[config.mk]
export PLATFORM = sky130hd
export DESIGN_NAME = pipelined_adder
export DESIGN_NICKNAME = d
export VERILOG_FILES = /design/src/rtl/adder_pkg.sv /design/src/rtl/adder_chunk.sv /design/src/rtl/pipelined_adder.sv
export SDC_FILE = /design/constraint.sdc
export NUM_CORES = 1
export LEC_CHECK = 0
export ABC_CLOCK_PERIOD_IN_PS = 4400
export BUFFER_PORTS_ARGS = -buffer_cell sky130_fd_sc_hd__buf_2
export CORE_MARGIN = 5
export CORE_UTILIZATION = 58
export CTS_BUF_LIST = sky130_fd_sc_hd__clkbuf_8
export DETAILED_ROUTE_END_ITERATION = 6
export GPL_TIMING_DRIVEN = 0
export PLACE_DENSITY_LB_ADDON = 0.08
export SYNTH_ARGS = -nofsm -noshare
export SYNTH_HDL_FRONTEND = slang
export SYNTH_SLANG_ARGS = --single-unit
export TNS_END_PERCENT = 50
[constraint.sdc]
create_clock -name clk -period 4.4 [get_ports clk]
set_clock_uncertainty 0.05 [all_clocks]
set_input_delay 0.44 -clock clk [delete_from_list [all_inputs] [get_ports clk]]
set_output_delay 0.44 -clock clk [all_outputs]
set_load 0.02 [all_outputs]
[src/rtl/adder_pkg.sv]
// Shared constants and helpers for the pipelined add/subtract unit.
package adder_pkg;

    localparam int unsigned DEFAULT_WIDTH = 32;
    localparam int unsigned DEFAULT_CHUNK = 8;

    localparam logic OP_ADD = 1'b0;
    localparam logic OP_SUB = 1'b1;

    // Number of ripple slices (and pipeline ranks); never less than one.
    function automatic int unsigned calc_stages(input int unsigned width,
                                                input int unsigned chunk);
        int unsigned n;
        n = width / chunk;
        return (n < 1) ? 1 : n;
    endfunction

endpackage

[src/rtl/adder_chunk.sv]
// Combinational CHUNK-bit ripple-carry slice; also exposes the carry into its MSB.
module adder_chunk
    import adder_pkg::*;
#(
    parameter int unsigned CHUNK = DEFAULT_CHUNK
) (
    input  logic [CHUNK-1:0] a,
    input  logic [CHUNK-1:0] b,
    input  logic             cin,
    output logic [CHUNK-1:0] sum,
    output logic             cout,
    output logic             c_msb
);

    logic [CHUNK:0] c;

    always_comb begin
        c    = '0;
        sum  = '0;
        c[0] = cin;
        for (int i = 0; i < CHUNK; i++) begin
            sum[i]   = a[i] ^ b[i] ^ c[i];
            c[i + 1] = (a[i] & b[i]) | (c[i] & (a[i] ^ b[i]));
        end
    end

    assign cout  = c[CHUNK];
    assign c_msb = c[CHUNK - 1];

endmodule

[src/rtl/pipelined_adder.sv]
// Pipelined add/subtract: one CHUNK-bit ripple slice per stage, carry registered between
// stages, valid/ready on both sides with a single global advance enable.
module pipelined_adder
    import adder_pkg::*;
#(
    parameter int unsigned WIDTH = DEFAULT_WIDTH,
    parameter int unsigned CHUNK = DEFAULT_CHUNK
) (
    input  logic             clk,
    input  logic             rst_n,
    input  logic             in_valid,
    output logic             in_ready,
    input  logic [WIDTH-1:0] a,
    input  logic [WIDTH-1:0] b,
    input  logic             cin,
    input  logic             sub,
    output logic             out_valid,
    input  logic             out_ready,
    output logic [WIDTH-1:0] sum,
    output logic             cout,
    output logic             ovf
);

    localparam int unsigned STAGES = calc_stages(WIDTH, CHUNK);

    logic             adv;
    logic [WIDTH-1:0] b_eff;
    logic             c0;

    // x holds finished sum chunks below the current slice and untouched A chunks above it.
    logic [WIDTH-1:0] x_in  [STAGES];
    logic [WIDTH-1:0] y_in  [STAGES];
    logic             c_in  [STAGES];
    logic             v_in  [STAGES];
    logic [WIDTH-1:0] x_nxt [STAGES];

    logic [WIDTH-1:0] x_q   [STAGES];
    logic [WIDTH-1:0] y_q   [STAGES];
    logic             c_q   [STAGES];
    logic             v_q   [STAGES];
    logic             ovf_q;

    logic [CHUNK-1:0] s_chunk   [STAGES];
    logic             co_chunk  [STAGES];
    logic             msb_chunk [STAGES];

    assign adv      = !out_valid || out_ready;
    assign in_ready = adv;

    assign b_eff = (sub == OP_SUB) ? ~b : b;
    assign c0    = (sub == OP_SUB) ? ~cin : cin;

    always_comb begin
        x_in[0] = a;
        y_in[0] = b_eff;
        c_in[0] = c0;
        v_in[0] = in_valid;
        for (int k = 1; k < STAGES; k++) begin
            x_in[k] = x_q[k - 1];
            y_in[k] = y_q[k - 1];
            c_in[k] = c_q[k - 1];
            v_in[k] = v_q[k - 1];
        end
    end

    for (genvar g = 0; g < STAGES; g++) begin : g_stage
        adder_chunk #(
            .CHUNK(CHUNK)
        ) u_chunk (
            .a    (x_in[g][g*CHUNK +: CHUNK]),
            .b    (y_in[g][g*CHUNK +: CHUNK]),
            .cin  (c_in[g]),
            .sum  (s_chunk[g]),
            .cout (co_chunk[g]),
            .c_msb(msb_chunk[g])
        );
    end

    always_comb begin
        for (int k = 0; k < STAGES; k++) begin
            x_nxt[k]                   = x_in[k];
            x_nxt[k][k*CHUNK +: CHUNK] = s_chunk[k];
        end
    end

    // Data only loads behind a valid slot, so bubbles leave the last result on the outputs.
    always_ff @(posedge clk or negedge rst_n) begin
        if (!rst_n) begin
            for (int k = 0; k < STAGES; k++) begin
                v_q[k] <= 1'b0;
                x_q[k] <= '0;
                y_q[k] <= '0;
                c_q[k] <= 1'b0;
            end
            ovf_q <= 1'b0;
        end else if (adv) begin
            for (int k = 0; k < STAGES; k++) begin
                v_q[k] <= v_in[k];
                if (v_in[k]) begin
                    x_q[k] <= x_nxt[k];
                    y_q[k] <= y_in[k];
                    c_q[k] <= co_chunk[k];
                end
            end
            if (v_in[STAGES - 1]) begin
                ovf_q <= co_chunk[STAGES - 1] ^ msb_chunk[STAGES - 1];
            end
        end
    end

    assign out_valid = v_q[STAGES - 1];
    assign sum       = x_q[STAGES - 1];
    assign cout      = c_q[STAGES - 1];
    assign ovf       = ovf_q;

endmodule

==> qor.txt <==
Gp weighted congestion = 0.764
Psw = 2.22 mW
Netlist Area Pre-Place = 8060 sq um
Final Hold Viols = 0
DRT iter0 DRCs = 237
Skew-Pair Late Insertion Delay = 470 ps
CTS tree = done
Relative slew slack = 57.0%
N_diodes = 0
Register area share after synthesis = 57.4%
Worst-path clk slew = 100 ps
Pleak = 4.30 nW
Dpl ws = -263 ps
CP startpoint kind = flip-flop
Avg Cell Area, Syn = 14.8 sq um
Vias in the first global route = 4,786
Detail Placement HPWL = 10.7 mm
TritonCTS buffer count = 17
Clock buffer depth = 2
GRT Total Usage = 19.5%
Seq pwr share = 44.1%
Clock Power Share = 17.7%
VDD IR max = 0.384 mV
Largest net degree at the start of global routing = 100
Clock root buffer = clkbuf_8
PwrDens = 715 nW/um^2
Setup Buffers After CTS = 0
Initial antenna violation count = 0
Die height = 128 um
DR vias = 4,449
Starting Density = 58.5%
Yosys warns = 0
Final instance area = 9270 sq um
Post-Syn Instances = 545
FF+latch area = 4630 sq um
DRC violations left = 0
Area grow syn2layout = 15.0%
Htree depth = 4
Area taken by multi-input logic gates = 3070 sq um
Max Clock Freq = 0.236 GHz
Detailed Routing Iterations Pass 1 = 4
Slew @ Worst Pin = 645 ps
Die Width = 128 um
Setup CP Type = reg -> reg
RSZ-0062 raised after global routing = false
Combinational Power Share = 38.3%
Post-Syn Nets = 647
Placed cell area = 8840 sq um
Max-Cap Viols = 0
Most frequent cells in the layout = dfrtp_1 (185), buf_2 (118), mux2_2 (118), inv_1 (48), a21oi_1 (44)
Setup ws final = 167 ps
Most common cell after layout, fill and taps aside = dfrtp_1
Setup Viol. Count Final = 0
Switch share = 33.4%
Internal power = 4.41 mW
Synth cell types = 18
Worst EP arrival = 4570 ps
Remaining Overflow, GRT = 0
Final period util = 96.2%
Hold Path Class = in -> reg
First-pass GRT wire length = 24.4 mm
Fillers = 1,063
Worst-path fanout max = 2
Aggregate routed wire length = 14.6 mm
Total Die Area = 16,400 sq um
Port Buf Inserts = 103
IO Pins = 106
Core area = 13,800 sq um
CP required = 4740 ps
Nets@finish = 771
Status = complete, no violations
CP endpoint kind = flip-flop
FP Rows = 43
Layout cells sized above 1 = 44.4%
Final Critical Period = 4230 ps
#FFs+latches synth = 185
Vias per std cell = 5.16
Post-route ant nets = 0
WL per Instance = 16.9 um
Clock sinks = 185
Final Max Slew Viols = 0
-- cell usage after synthesis (all sizes together) --
cell	number	area share, %
o21ai	7	0.43
nand2	5	0.26
nand3	4	0.25
and2	1	0.11
clkbuf	5	0.23
mux2	140	21
xnor2	30	3.3
dfrtp	185	57
a21oi	44	2.7
nand2b	1	0.17
fa	32	7.9
inv	48	2.2
xor2	4	0.43
buf	24	2.0
mux2i	15	1.9
-- final cells by class --
type                            count  area share [%]
Multi-Input combinational cell    283            33.1
Clock buffer                       18            2.67
Timing Repair Buffer              105            6.07
Tap cell                          180            2.43
Inverter                           48            1.94
Sequential cell                   185            49.9
Buffer                             29            2.00
Clock inverter                     14            1.86
-- worst paths after layout --
| path | start | endpoint | slack, ps | cells past startpoint |
|---|---|---|---|---|
| setup / recovery | c_in[2] | x_in[47] | 170 | 12 |
| hold reg to reg | sum[18] | sum[18] | 460 | 1 |
| hold / removal | a[20] | x_in[84] | 150 | 2 |
| min in group asynchronous | rst_n | x_in[3] | 500 | 2 |
| max in group asynchronous | rst_n | sum[24] | 2930 | 3 |
| setup reg to reg | c_in[2] | x_in[47] | 170 | 12 |
-- worst max-delay path, stage by stage, from the launching register on --
cell and delay (ps):
dfrtp_1 420, fa_1 420, inv_1 90, fa_1 170, inv_1 50, fa_1 440
fa_1 470, fa_1 460, fa_1 490, fa_1 470, inv_1 100, fa_1 390
mux2i_1 130
-- per-layer routing --
metal	wire [um]	vias up	share of wire, %	track usage [%]
met1	6340	2300	43	26.5
met4	174	0	1.2	5.56
met5	0	-	0	0
met3	671	13	4.6	5.13
li1	-	2050	-	-
met2	7400	86	51	31.4
-- power by group through the flow --
stage	Combinational, mW	Clock, mW	Sequential, mW
CTS	2.61	1.20	2.93
global placement	2.49	0	2.92
detailed placement	2.60	0	2.97
global route	2.84	1.27	3.02
finish	2.54	1.17	2.92
floorplan	1.73	0	3.05
-- timing repair --
| item | in CTS | in global routing |
|---|---|---|
| hold buffers | 1 | 0 |
| hold endpoints to repair | 86 | 0 |
| gates resized for setup | 0 | 0 |
-- state kept, by name (all words and copies together) (netlist names) --
register	count
c_in	3
cout	1
out_valid	1
ovf	1
sum	32
v_in	3
x_in	96
y_in	48
-- cells by family after synthesis --
kind of cell               Yosys count  share of synthesized area, %
adders and majority gates           32                          7.95
and+or+nand+nor                     11                         0.792
DFF                                185                          57.4
AOI/OAI and AO/OA                   51                          3.17
muxes                              155                          22.4
xor gates and xnor gates            34                          3.70
buffers and inverters               77                          4.50
-- stage by stage --
step | hold slack (ps) | cells | TNS, ps | total power, mW | utilization, %
detailed placement | 431 | 829 | -263 | 5.57 | 64.2
global route | 106 | 862 | 0 | 7.14 | 67.3
global placement | 424 | 828 | -163 | 5.41 | 63.9
CTS | 118 | 862 | 0 | 6.74 | 67.3
finish | 147 | 862 | 0 | 6.63 | 67.3
floorplan | 94.4 | 545 | 0 | 4.78 | -
Note: power is estimated with default switching activity, not from simulation.
